===== src/rtl/bcd_entry_pkg.sv =====
// Shared constants, FSM state type and the reverse double-dabble step
// used by the decimal-entry front end.
package bcd_entry_pkg;

    localparam int NDIG    = 4;                 // BCD digits on the display
    localparam int BIN_W   = 14;                // 9999 = 14'h270F fits exactly
    localparam int SHREG_W = 4 * NDIG + BIN_W;  // BCD field on top of binary field
    localparam int ITER    = 14;                // one shift per binary bit
    localparam int ITER_W  = 4;

    typedef enum logic [1:0] {
        IDLE = 2'd0,
        CONV = 2'd1,
        DONE = 2'd2
    } state_t;

    // One reverse double-dabble iteration: shift right, then pull every
    // BCD nibble that reached 8 or more back down by 3.
    function automatic logic [SHREG_W-1:0] dabble_step(input logic [SHREG_W-1:0] r);
        logic [SHREG_W-1:0] s;
        s = r >> 1;
        for (int k = 0; k < NDIG; k++) begin
            if (s[BIN_W + 4*k + 3])
                s[BIN_W + 4*k +: 4] = s[BIN_W + 4*k +: 4] - 4'd3;
        end
        return s;
    endfunction

    // Increment one BCD digit, 9 wraps to 0.
    function automatic logic [3:0] bcd_inc(input logic [3:0] d);
        return (d >= 4'd9) ? 4'd0 : d + 4'd1;
    endfunction

endpackage


===== src/rtl/bcd_entry_btn_debounce.sv =====
// Raw push-button conditioning: 2-FF synchronizer, stability counter and a
// single-cycle pulse on each accepted 0->1 level change.
module btn_debounce #(
    parameter int DEBOUNCE_CYCLES = 500000
) (
    input  logic clk,
    input  logic rst,
    input  logic btn,
    output logic press
);

    localparam int CNT_W = $clog2(DEBOUNCE_CYCLES + 1);

    logic             sync1;
    logic             sync2;
    logic             stable;
    logic             rise;
    logic [CNT_W-1:0] count;

    // Synchronize, count consecutive disagreeing cycles, accept the new level
    // after DEBOUNCE_CYCLES of them; the accepted rise is registered once more.
    always_ff @(posedge clk) begin
        // NOTE: every state element here uses <= so all flops sample the
        // pre-edge values; a blocking '=' would let sync2 see this edge's sync1.
        if (rst) begin
            sync1  <= 1'b0;
            sync2  <= 1'b0;
            stable <= 1'b0;
            rise   <= 1'b0;
            press  <= 1'b0;
            count  <= '0;
        end else begin
            sync1 <= btn;
            sync2 <= sync1;
            rise  <= 1'b0;
            press <= rise;
            if (sync2 != stable) begin
                if (count == CNT_W'(DEBOUNCE_CYCLES - 1)) begin
                    stable <= sync2;
                    rise   <= sync2;
                    count  <= '0;
                end else begin
                    count <= count + CNT_W'(1);
                end
            end else begin
                count <= '0;
            end
        end
    end

endmodule


===== src/rtl/bcd_entry.sv =====
// Four-digit push-button decimal entry with sequential BCD-to-binary
// conversion of the entered value on a load press.
module bcd_entry
    import bcd_entry_pkg::*;
#(
    parameter int DEBOUNCE_CYCLES = 500000
) (
    input  logic               clk,
    input  logic               rst,
    input  logic               btn_inc,
    input  logic               btn_next,
    input  logic               btn_load,
    output logic [4*NDIG-1:0]  digits_bcd,
    output logic [1:0]         sel_digit,
    output logic               busy,
    output logic [BIN_W-1:0]   bin_value,
    output logic               bin_valid
);

    logic inc_p;
    logic next_p;
    logic load_p;

    btn_debounce #(.DEBOUNCE_CYCLES(DEBOUNCE_CYCLES)) u_db_inc (
        .clk   (clk),
        .rst   (rst),
        .btn   (btn_inc),
        .press (inc_p)
    );

    btn_debounce #(.DEBOUNCE_CYCLES(DEBOUNCE_CYCLES)) u_db_next (
        .clk   (clk),
        .rst   (rst),
        .btn   (btn_next),
        .press (next_p)
    );

    btn_debounce #(.DEBOUNCE_CYCLES(DEBOUNCE_CYCLES)) u_db_load (
        .clk   (clk),
        .rst   (rst),
        .btn   (btn_load),
        .press (load_p)
    );

    state_t              state, state_next;
    logic [SHREG_W-1:0]  shreg, shreg_next;
    logic [ITER_W-1:0]   iter, iter_next;
    logic [4*NDIG-1:0]   digits_next;
    logic [1:0]          sel_next;
    logic [BIN_W-1:0]    bin_next;

    // State and datapath registers; reset returns everything to power-up values.
    always_ff @(posedge clk) begin
        // NOTE: the shift register and counter are reset too even though a
        // load overwrites them, so a mid-conversion reset leaves no stale data.
        if (rst) begin
            state      <= IDLE;
            shreg      <= '0;
            iter       <= '0;
            digits_bcd <= '0;
            sel_digit  <= 2'd3;
            bin_value  <= '0;
        end else begin
            state      <= state_next;
            shreg      <= shreg_next;
            iter       <= iter_next;
            digits_bcd <= digits_next;
            sel_digit  <= sel_next;
            bin_value  <= bin_next;
        end
    end

    // Next-state and datapath updates: edits in IDLE, one dabble step per CONV cycle.
    always_comb begin
        // NOTE: every signal gets its hold value first so no path through the
        // case leaves one unassigned, which would infer a latch.
        state_next  = state;
        shreg_next  = shreg;
        iter_next   = iter;
        digits_next = digits_bcd;
        sel_next    = sel_digit;
        bin_next    = bin_value;

        case (state)
            IDLE: begin
                if (load_p) begin
                    shreg_next = {digits_bcd, {BIN_W{1'b0}}};
                    iter_next  = '0;
                    state_next = CONV;
                end else if (next_p) begin
                    sel_next = sel_digit - 2'd1;
                end else if (inc_p) begin
                    digits_next[{sel_digit, 2'b00} +: 4] =
                        bcd_inc(digits_bcd[{sel_digit, 2'b00} +: 4]);
                end
            end
            CONV: begin
                shreg_next = dabble_step(shreg);
                iter_next  = iter + ITER_W'(1);
                if (iter == ITER_W'(ITER - 1)) begin
                    bin_next   = shreg_next[BIN_W-1:0];
                    state_next = DONE;
                end
            end
            DONE: begin
                state_next = IDLE;
            end
            default: begin
                state_next = IDLE;
            end
        endcase
    end

    assign busy      = (state != IDLE);
    assign bin_valid = (state == DONE);

endmodule

===== config.mk =====
export PLATFORM = sky130hd
export DESIGN_NAME = bcd_entry
export DESIGN_NICKNAME = d
export VERILOG_FILES = /design/src/rtl/bcd_entry_pkg.sv /design/src/rtl/bcd_entry_btn_debounce.sv /design/src/rtl/bcd_entry.sv
export SDC_FILE = /design/constraint.sdc
export NUM_CORES = 1
export LEC_CHECK = 0
export ABC_CLOCK_PERIOD_IN_PS = 3510
export CAP_MARGIN = 20
export CORE_MARGIN = 2
export CORE_UTILIZATION = 59
export DETAILED_ROUTE_END_ITERATION = 6
export GPL_ROUTABILITY_DRIVEN = 0
export GPL_TIMING_DRIVEN = 1
export PLACE_DENSITY = 0.76
export SLEW_MARGIN = 20
export SYNTH_ARGS = -nofsm -noshare
export SYNTH_HDL_FRONTEND = slang
export SYNTH_SLANG_ARGS = --single-unit
export TNS_END_PERCENT = 30

===== constraint.sdc =====
create_clock -name clk -period 3.51 [get_ports clk]
set_clock_uncertainty 0.05 [all_clocks]
set_input_delay 0.702 -clock clk [delete_from_list [all_inputs] [get_ports clk]]
set_output_delay 0.702 -clock clk [all_outputs]
set_load 0.01 [all_outputs]

==> impl_metrics.csv <==
group,metric,value,unit
floorplan,num_rows,37,
clock_network,cts_made_buffers,17,
power,power.density,490,nW/um^2
sta,hold_violations,0,
placed_design,dp_hpwl,8.77,mm
synth,synth.distinct_cells,52,
route,drc,0,
final_layout,nets,762,
global_route,grt_util_all_layers,24.6,%
route,drt-initial-drc-count,390,
global_route,antenna_found_initial,0,
synth,synth_seq_cells,139,
synth,synthTopCellsByCount,"dfxtp_1 (139), nor2_1 (96), nand2_1 (87)",
synth,yosys_warnings,0,
route,routed_wl,13.1,mm
floorplan,core,10200,sq um
sta,fin_crit_sh,82.7,%
worst_setup_path,critPathMaxFanout,15,
synth,synth.most_common_cell,"dfxtp_1",
worst_setup_path,end_kind,"register",
floorplan,die_area,11300,sq um
clock_network,cts-htree-levels,4,
synth,yosys.area.top_type,"dfxtp_1",
sta,setup_viol,0,
final_layout,multi_input_area,3190,sq um
worst_setup_path,crit_required,3.92,ns
synth,ys_seq_area_share,45.3,%
sta,holdWs,0.386,ns
final_layout,nFillCells,814,
synth,postSynthAreaPerCell,8.66,sq um
worst_setup_path,criticalPathCategory,"register to register",
final_layout,seq_area,2780,sq um
floorplan,dieWidth,106,um
sta,worst_slew_pin_slew,0.897,ns
job,cap_viol_max_count,0,
floorplan,top_level_ports,39,
route,avgViaCountPerCell,5.86,
global_route,grt_max_degree,50,
final_layout,area_delta_synth_final,17.9,%
sta,setup_slack,0.607,ns
worst_setup_path,cp.arrival,3.32,ns
worst_setup_path,cp-start-kind,"register",
final_layout,diodes,0,
route,via_count,5212,
clock_network,path_clk_slew,0.06,ns
synth,async_reset_ff_share,0,%
clock_network,clk_path_buf_depth,2,
route,firstDrtPassIters,5,
placed_design,numPortBuffers,38,
sta,rsz0062_at_grt,"false",
route,wl_per_cell,14.7,um
clock_network,cts_setup_buffers,0,
sta,drv_slew,0,
sta,min_period,2.90,ns
synth,yosysTopAreaCellShare,45.3,%
clock_network,insertion_delay,0.54,ns
final_layout,layout-drive-gt1-share,7.29,%
clock_network,cts_tree,"done",
sta,slew_headroom,40.0,%
clock_network,cts_hold_buf,0,
sta,max_clock_freq,0.344,GHz
synth,netlist_area,6150,sq um
synth,synthFlopType,"dfxtp_1",
final_layout,fin_util,70.9,%
floorplan,die_h,106,um
global_route,grt.overflow.total,0,
route,antenna_left,0,
synth,yosys-top-cells-area,"dfxtp_1 (45%), nor2_1 (5.9%), nand2_1 (5.3%)",
clock_network,numClockSinks,139,
power,leakage,0.00240,uW
placed_design,placed_area,6610,sq um
global_route,grt_pass1_wl,22.5,mm
floorplan,start_util,60.1,%
power,peakVddDrop,0.000366,V
clock_network,cts-root-buf,"clkbuf_8",
global_route,grt_pass1_vias,4901,
synth,synth_cells,710,
final_layout,fin_area,7250,sq um
synth,synth.net_count,731,
clock_network,cts_resized,0,
run_status,outcome,"finished clean",
synth,synth_edf_count,0,
sta,final.setup.tns,0,ns
min_path,hold_path_class,"register to register",
placed_design,dp_slack,0.738,ns
## path summary, 6_finish.rpt
check                            startpoint                    endpoint  slack (ns)  cells past startpoint
setup / recovery  sel_digit[0]$_SDFFE_PP1P_  digits_bcd[5]$_SDFFE_PP0P_        0.61                      8
hold / removal    u_db_inc.sync1$_SDFF_PP0_   u_db_inc.sync2$_SDFF_PP0_        0.39                      1
setup reg to reg  sel_digit[0]$_SDFFE_PP1P_  digits_bcd[5]$_SDFFE_PP0P_        0.61                      8
hold reg to reg   u_db_inc.sync1$_SDFF_PP0_   u_db_inc.sync2$_SDFF_PP0_        0.39                      1
## per-stage QoR
step | cells | power, uW
6_report | 890 | 3550
5_1_grt | 890 | 3650
4_1_cts | 890 | 3570
3_5_place_dp | 858 | 1650
3_3_place_gp | 857 | 1650
2_1_floorplan | 710 | 1640
## worst max-delay path, stage by stage, from the launching register on
cell      delay (ns)
dfxtp_1         0.67
mux4_2          0.63
inv_1           0.12
ha_1            0.15
nand2b_1        0.08
o21ai_0         0.57
buf_2           0.31
a32oi_1         0.12
nor2_1          0.12
## placed cells by master, fill, tap and decap left out, drive strengths merged, types with 7 or more instances in the layout
cell             n
dfxtp          139
nor2            96
nand2           87
a21oi           54
nand3           39
clkdlybuf4s50   37
xnor2           29
clkbuf          18
xor2            17
a311oi          16
ha              16
o21ai           16
inv             16
nor2b           15
nand4           15
nor4            13
a32oi           12
or3             12
or4             10
and4             9
nand2b           8
nor3             7
buf              7
## cell type report
cell class | instances | area share (%)
multi-input combinational | 526 | 43.9
inverter | 13 | 0.673
tap | 136 | 2.35
timing repair buffer | 44 | 5.76
clock inverter | 14 | 2.99
clock buffer | 18 | 5.90
sequential | 139 | 38.4
## state kept, by name (all words and copies together) (netlist names), 2 cells and up
register         flops
bin_value           14
u_db_load.count     19
state                2
iter                 4
u_db_next.count     19
sel_digit            2
digits_bcd          16
shreg               29
u_db_inc.count      19
## per-layer routing
layer	share of wire, %	track usage (%)	vias up
li1	-	-	2593
met1	45	29.6	2459
met2	49	42.2	124
met3	3.7	5.03	36
met4	2.6	11.7	0
met5	0	0	-
## logic make-up after synthesis
family,after synthesis,share of synthesized area (%)
xor gates and xnor gates,46,6.55
muxes,8,1.95
adders and majority gates,16,3.26
and+or+nand+nor,340,27.9
AOI/OAI and AO/OA,116,12.2
DFF,139,45.3
buffers and inverters,45,2.91
## report_power, final
group          total (uW)  leakage [uW]  internal [uW]  switching [uW]
clock network        1940      0.000316           1250             688
registers            1580       0.00112           1580            2.35
logic                30.7      0.000965           8.96            21.7
total                3550       0.00240           2840             712
Note: power is estimated with default switching activity, not from simulation.
